--- src/rtl/multiport_register_file.sv ---
// Register file with NR combinational read ports, 2 write ports and a per-register busy scoreboard.
// Optional same-cycle write-to-read forwarding is enabled by defining REGFILE_BYPASS_EN.

module rf_cell #(
  parameter int            DW   = 32,
  parameter int            AW   = 5,
  parameter logic [AW-1:0] ADDR = '0
) (
  input  logic          CLK,
  input  logic          RST,
  input  logic          i_we0,
  input  logic [AW-1:0] i_wa0,
  input  logic [DW-1:0] i_wd0,
  input  logic          i_we1,
  input  logic [AW-1:0] i_wa1,
  input  logic [DW-1:0] i_wd1,
  input  logic          i_rsv_en,
  input  logic [AW-1:0] i_rsv_addr,
  output logic [DW-1:0] o_q,
  output logic          o_busy
);
  logic w_h0, w_h1, w_rsv;
  logic [DW-1:0] r_q;
  logic          r_busy;

  assign w_h0  = i_we0 && (i_wa0 == ADDR);
  assign w_h1  = i_we1 && (i_wa1 == ADDR);
  assign w_rsv = i_rsv_en && (i_rsv_addr == ADDR);

  // port 1 (multi-cycle writeback) wins a same-address collision; reserve wins over clear
  always_ff @(posedge CLK or posedge RST) begin
    if (RST) begin
      r_q    <= '0;
      r_busy <= 1'b0;
    end else begin
      if (w_h1)      r_q <= i_wd1;
      else if (w_h0) r_q <= i_wd0;
      if (w_rsv)             r_busy <= 1'b1;
      else if (w_h0 || w_h1) r_busy <= 1'b0;
    end
  end

  assign o_q    = r_q;
  assign o_busy = r_busy;
endmodule

module multiport_register_file #(
  parameter int DW = 32,
  parameter int AW = 5,
  parameter int NR = 2
) (
  input  logic           CLK,
  input  logic           RST,
  input  logic           WE0,
  input  logic [AW-1:0]  WA0,
  input  logic [DW-1:0]  WD0,
  input  logic           WE1,
  input  logic [AW-1:0]  WA1,
  input  logic [DW-1:0]  WD1,
  input  logic [NR*AW-1:0] RA,
  output logic [NR*DW-1:0] RD,
  output logic [NR-1:0]  BUSY,
  input  logic           RSV_EN,
  input  logic [AW-1:0]  RSV_ADDR
);
  localparam int DEPTH = 1 << AW;

  logic [DEPTH-1:0][DW-1:0] w_mem;
  logic [DEPTH-1:0]         w_busy;

  // r0 is a constant, never stored
  assign w_mem[0]  = '0;
  assign w_busy[0] = 1'b0;

  for (genvar g = 1; g < DEPTH; g++) begin : g_reg
    rf_cell #(.DW(DW), .AW(AW), .ADDR(AW'(g))) u_cell (
      .CLK        (CLK),
      .RST        (RST),
      .i_we0      (WE0),
      .i_wa0      (WA0),
      .i_wd0      (WD0),
      .i_we1      (WE1),
      .i_wa1      (WA1),
      .i_wd1      (WD1),
      .i_rsv_en   (RSV_EN),
      .i_rsv_addr (RSV_ADDR),
      .o_q        (w_mem[g]),
      .o_busy     (w_busy[g])
    );
  end

  for (genvar k = 0; k < NR; k++) begin : g_rd
    logic [AW-1:0] w_ra;
    logic [DW-1:0] w_rd;
    logic          w_bsy;

    assign w_ra = RA[k*AW +: AW];

    always_comb begin
      w_rd  = '0;
      w_bsy = 1'b0;
      if (!RST && (w_ra != '0)) begin
        w_rd  = w_mem[w_ra];
        w_bsy = w_busy[w_ra];
`ifdef REGFILE_BYPASS_EN
        // forwarded data means the result has arrived; only a same-cycle reserve keeps it busy
        if (WE1 && (WA1 == w_ra)) begin
          w_rd  = WD1;
          w_bsy = RSV_EN && (RSV_ADDR == w_ra);
        end else if (WE0 && (WA0 == w_ra)) begin
          w_rd  = WD0;
          w_bsy = RSV_EN && (RSV_ADDR == w_ra);
        end
`endif
      end
    end

    assign RD[k*DW +: DW] = w_rd;
    assign BUSY[k]        = w_bsy;
  end
endmodule

--- config.mk ---
export PLATFORM = sky130hd
export DESIGN_NAME = multiport_register_file
export DESIGN_NICKNAME = d
export VERILOG_FILES = /design/src/rtl/multiport_register_file.sv
export SDC_FILE = /design/constraint.sdc
export NUM_CORES = 2
export LEC_CHECK = 0
export ABC_AREA = 1
export BUFFER_PORTS_ARGS = -buffer_cell sky130_fd_sc_hd__buf_2
export CELL_PAD_IN_SITES_DETAIL_PLACEMENT = 1
export CELL_PAD_IN_SITES_GLOBAL_PLACEMENT = 1
export CORE_ASPECT_RATIO = 0.75
export CORE_MARGIN = 5
export CORE_UTILIZATION = 23
export CTS_CLUSTER_SIZE = 30
export DETAILED_ROUTE_END_ITERATION = 8
export PLACE_DENSITY_LB_ADDON = 0.05
export SLEW_MARGIN = 25
export SYNTH_ARGS = -nofsm -noshare
export SYNTH_HDL_FRONTEND = slang
export SYNTH_SLANG_ARGS = --single-unit
export TNS_END_PERCENT = 1
--- constraint.sdc ---
create_clock -name CLK -period 44.3 [get_ports CLK]
set_input_delay 8.86 -clock CLK [delete_from_list [all_inputs] [get_ports CLK]]
set_output_delay 8.86 -clock CLK [all_outputs]
set_load 0.05 [all_outputs]
# Word level (Yosys, flattened, before mapping)
# Cells that the tools add are included.
[classes] n_lt_le_gt_ge=2 n_eq_ne=93 muxes=136 reduce_logical=191
[ops] op="32-bit 2-to-1 mux" n=66
[ops] op="32-bit binary-select mux with 5-bit select" n=2
[ops] op="5-bit equality test, second input constant" n=48
[ops] op="2-bit nonzero test" n=62
[ops] op="5-bit by 4-bit equality test with 1-bit output, second input constant" n=24
[ops] op="1-bit logical AND" n=95
[ops] op="1-bit 2-to-1 mux" n=66
[ops] op="5-bit by 3-bit equality test with 1-bit output, second input constant" n=12
[ops] op="1-bit logical OR" n=31
[ops] op="5-bit by 2-bit equality test with 1-bit output, second input constant" n=6
[ops] op="5-bit by 1-bit equality test with 1-bit output, second input constant" n=3
[ops] op="5-bit by 6-bit less-than comparator with 1-bit output, second input constant" n=2
[ops] op="1-bit binary-select mux with 5-bit select" n=2
[ops] op="5-bit nonzero test" n=2
[ops] op="1-bit zero test" n=1
[word_totals] reg_bits=1023 in_bits=94 output_inout_bits=66 wordCells=484

# Depth between registers and ports, before layout
[logic_depth] depth_word=5 depth_mapped=12 ltp_nobuf=9

# Modules after synthesis
# From an unflattened synthesis, not the netlist that was laid out.
[hier_totals] hier_cells=14587 hier_area_um2=83724.0
[by_module_without_submodules] mod="multiport_register_file" instances=1 cells_each=5442 area_per_inst_um2=22993.3 seq_area_each_um2=0.0
[by_module_without_submodules] mod="rf_cell at g_reg[21].u_cell ..." instances=4 cells_each=299 area_per_inst_um2=1976.9 seq_area_each_um2=825.8
[by_module_without_submodules] mod="rf_cell at g_reg[10].u_cell ..." instances=4 cells_each=295 area_per_inst_um2=1938.1 seq_area_each_um2=825.8
[by_module_without_submodules] mod="rf_cell at g_reg[16].u_cell ..." instances=3 cells_each=291 area_per_inst_um2=1971.9 seq_area_each_um2=825.8
[by_module_without_submodules] mod="rf_cell at g_reg[11].u_cell ..." instances=3 cells_each=290 area_per_inst_um2=1936.9 seq_area_each_um2=825.8
[by_module_without_submodules] mod="rf_cell at g_reg[17].u_cell ..." instances=2 cells_each=294 area_per_inst_um2=1990.7 seq_area_each_um2=825.8
[by_module_without_submodules] mod="rf_cell at g_reg[23].u_cell ..." instances=2 cells_each=296 area_per_inst_um2=1983.2 seq_area_each_um2=825.8
[by_module_without_submodules] mod="rf_cell at g_reg[13].u_cell ..." instances=2 cells_each=299 area_per_inst_um2=1975.6 seq_area_each_um2=825.8
[by_module_without_submodules] mod="rf_cell at g_reg[1].u_cell ..." instances=2 cells_each=300 area_per_inst_um2=1969.4 seq_area_each_um2=825.8
[by_module_without_submodules] mod="rf_cell at g_reg[29].u_cell ..." instances=2 cells_each=293 area_per_inst_um2=1951.9 seq_area_each_um2=825.8
[by_module_without_submodules] mod="rf_cell at g_reg[20].u_cell ..." instances=2 cells_each=296 area_per_inst_um2=1941.9 seq_area_each_um2=825.8
[by_module_without_submodules] mod="rf_cell at g_reg[19].u_cell" instances=1 cells_each=295 area_per_inst_um2=1951.9 seq_area_each_um2=825.8
[by_module_without_submodules] mod="rf_cell at g_reg[15].u_cell" instances=1 cells_each=293 area_per_inst_um2=1948.1 seq_area_each_um2=825.8
[by_module_without_submodules] mod="rf_cell at g_reg[12].u_cell" instances=1 cells_each=296 area_per_inst_um2=1940.6 seq_area_each_um2=825.8
[by_module_without_submodules] mod="2 more rows"

# Worst setup path after synthesis
# No wires, ideal clock.
[synth_path] path_type="input to output" start="input RST" end="output RD[10]" arrival_ps=33328 required_time_ps=35440 path_slack_ps=2112 stages=6 n_path_buf=1 path_cell_list="inv_1 o21ai_0 inv_1 buf_1 nand2_1 nor2_1"
[synth_between] elab_chain_cells=3
[synth_rtl] item="start: declaration" line="53" text="input logic RST,"
[synth_rtl] item="1-bit zero test (no line)"
[synth_rtl] item="1-bit logical AND" line="102" text="if (!RST && (w_ra != '0)) begin"
[synth_rtl] item="32-bit 2-to-1 mux" line="102"
[synth_rtl] item="end: declaration" line="61" text="output logic [NR*DW-1:0] RD,"
# No other way between the ends.

# Worst setup path after layout
[layout_path] start="input RA[6]" end="output RD[52]"
[layout_between] elab_chain_cells=3 elab_cells_between_ends=5 cone_classes="mux (3); reduce/logical (2)"
[layout_rtl] item="start: declaration" line="60" text="input logic [NR*AW-1:0] RA,"
[layout_rtl] item="32-bit binary-select mux with 5-bit select / 5-bit nonzero test (equally long branches)" line="103, 102"
[layout_rtl] item="32-bit 2-to-1 mux (not written as such) / 1-bit logical AND (equally long branches)" line="103, 102"
[layout_rtl] item="32-bit 2-to-1 mux (*)" line="102"
# Mark *: on every way between the ends. The rest lies on a longest branch, timed or not. The select of a mux whose other input is x is not followed.

==> results by group <==
Routing
  • Final WL: around 490000 um
  • Final ANT Viol Nets: 0
  • Vias/cell: 5.580
  • Wire per inst: about 34 um
  • Total number of vias: about 80k
  • Residual DRC count: 0
  • DRT Pass-1 Iters: 5
  • Number of DRC markers in iteration 0: 8473

GRT
  • Antenna violations before repair: around 80
  • Remaining Overflow, GRT: 0
  • Vias in the first global route: approximately 79k
  • Total GRT Usage: ~31%
  • Global-route wire length before repair: ~670000 um
  • Largest net degree at the start of global routing: ~130

Power and ir drop
  • Overall power: 3.511 mW
  • Peak supply drop: 24.68 uV
  • PD cells: 45.68 nW/um^2
  • Leak pwr: 36.30 nW

Yosys
  • Synthesized Nets: between 10k and 15k
  • Yosys reg bits: approximately 1.0k
  • Top post-synthesis cells by area: dfrtp_1 (38%), nand2_1 (16%), o21ai_0 (14%)
  • Mux contribution to synthesized area: 0%
  • Ys async rst share: 100.0%
  • Yosys cell types: 23
  • Mapped cell area: between 60000 and 70000 sq um
  • Post-synth EDFFs: 0
  • Area leader, netlist: dfrtp_1
  • Synth top area share: a little under two fifths
  • Most common cell in the synthesized netlist: nand2_1
  • Synth Area in Compound Gates: between 10% and 20%
  • Simple-Gate Fraction of Synth Area: roughly 32%
  • Synth top cells by count: nand2_1 (2832), o21ai_0 (1918), nand3_1 (1722)
  • Main synth FF type: dfrtp_1
  • Yosys warnings: 0
  • Syn Inst Count: 10.67k
  • Avg Inst Size Synth: ~6.4 sq um
  • Xor/xnor cell area share of the yosys netlist: 0%
  • Adder-cell share of the synthesized area: 0%
  • Post-synthesis sequential area ratio: ~38%
  • Largest family of logic cells by synthesized area: simple AND/OR/NAND/NOR gates

Min path
  • Hold Path Class: reg -> reg
  • Min-delay src: g_reg[7].u_cell.o_q[30]$_DFFE_PP0P_
  • Hold Path End: g_reg[7].u_cell.o_q[30]$_DFFE_PP0P_
  • Min-Delay Path Depth: 2

Clock tree
  • Clock transition at the registers of the reported paths: 0.06 ns
  • Clock sink count: between 1k and 1.5k
  • CTS tree: yes
  • # resized after CTS: 0
  • CTS root buf: clkbuf_16
  • Inserted Clock Buffers: about 150
  • CTS H-tree lvls: 4
  • Hold Buf Count CTS: 0
  • Setup repair bufs after CTS: 0
  • Worst-skew pair later-pin latency: around 0.84 ns
  • Clk buf depth: 4

Setup path
  • Reg2reg path depth: 2
  • Worst-path fanout max: between 50 and 60
  • Reg2reg start: g_reg[3].u_cell.o_q[29]$_DFFE_PP0P_
  • Worst EP arrival: 13.66 ns
  • Critical Path Start: RA[6]
  • Reg2reg setup slack: around 43 ns
  • Reg2Reg Capture Point: g_reg[3].u_cell.o_q[29]$_DFFE_PP0P_
  • WS Path Type: in -> out
  • Crit end category: output port
  • Worst EP required: ~35 ns
  • CP Launch Type: input port

STA
  • Clock skew: 0 ns
  • Setup TNS Final: 0 ns
  • Fmax: around 44 MHz
  • Fin crit period: about 23 ns
  • Final setup violation count: 0
  • Hold Violations, Final: 0
  • Hold_ws: 0.5095 ns
  • RSZ-0062 raised after global routing: false
  • PnR worst setup slack: between 20 and 25 ns
  • Period utilisation layout: 50.83%
  • Slew headroom: between 20% and 30%
  • Worst Tran Pin Value: approximately 1.2 ns
  • Final Max Tran Viols: 0

Place
  • Final HPWL DP: 288600 um
  • Gpl congestion: around 0.84
  • Placed Area: between 70000 and 80000 sq um
  • IO buf count: roughly 160
  • Placed cells: about 14k
  • Place WS: roughly 22 ns

Floorplanning
  • Initial core utilization: 23.03%
  • Cell Rows: 173
  • Die Span Y: 481.0 um
  • Die width: about 640 um
  • Die area: between 300000 and 400000 sq um
  • Core ar.: ~300000 sq um
  • I/O pin total: 160

Layout
  • Layout cell share with drive strength beyond 1: about 7%
  • Final instance area: between 70000 and 80000 sq um
  • Post-route insts no fill: between 10k and 15k
  • Final Core Density: about a quarter
  • Area grow syn2layout: 12.94%
  • Nets: 10.30k

Job
  • Max_cap viols: 0

Outcome
  • Outcome: finished, final reports clean
[layout make-up]
| class | instances | area, sq um |
|---|---|---|
| clock inverters | 26 | 290.3 |
| repair buffers | 397 | 2818 |
| fillers | 36650 | 218600 |
| clock buffers | 217 | 4347 |
| well taps | 3937 | 4926 |
| multi-input cells | 7660 | 35050 |
| inverters | 974 | 3720 |
| diodes | 36 | 90.09 |
| flip-flops and latches | 1023 | 25600 |
[worst max-delay path by stage]
stage	endpoint	slack, ns	depth (start not counted)
2_1_floorplan	RD[10]	2.11	6
3_3_place_gp	RD[52]	21.86	12
3_5_place_dp	RD[52]	21.79	12
4_1_cts	RD[52]	21.78	12
5_1_grt	RD[52]	21.74	12
6_report	RD[52]	21.78	12
[logic make-up after synthesis]
family | after synthesis
buffers and inverters | 1985
and+or+nand+nor | 5232
DFF | 1023
AOI/OAI and AO/OA | 2428
[cell usage in the layout (no fill, tap or decap), types with 60 or more instances in the layout]
cell type  instances
o221ai_1          60
nor2_1           666
o22ai_1          353
nand2_1         2775
inv_1            927
clkbuf_16        151
o21ai_0         1918
o21ai_1           85
nand3_1         1716
dfrtp_1         1023
buf_4            225
buf_2            151
[power by group]
part | total, mW | switching, mW | internal (mW)
Clock | 1.23 | 0.521 | 0.709
Sequential | 1.27 | 0.0885 | 1.19
Combinational | 1.01 | 0.724 | 0.282
Total | 3.51 | 1.33 | 2.18
[state kept, by name (all words and copies together), names as in the netlist]
register         cells
g.u_cell.o_busy     31
g.u_cell.o_q       992
[critical path, stage by stage]
cell     delay, ns
buf_8         0.23
inv_8         0.28
buf_4         0.68
buf_4         0.85
buf_4         0.87
nand3_1       0.18
nand3_1       0.12
nand3_1       0.11
nand2_1       0.34
nor2_1        0.09
nor2_1        0.47
buf_2         0.37
[routing by layer]
layer / part of all wire, % / track usage [%] / vias to the layer above
met5: 0.0055 / 0 / -
met4: 4.3 / 11.40 / 4
met3: 6.0 / 3.852 / 732
met2: 44 / 49.20 / 3221
met1: 45 / 42.79 / 41650
li1: - / - / 34030
No activity file was read; power rests on OpenSTA's default activity.
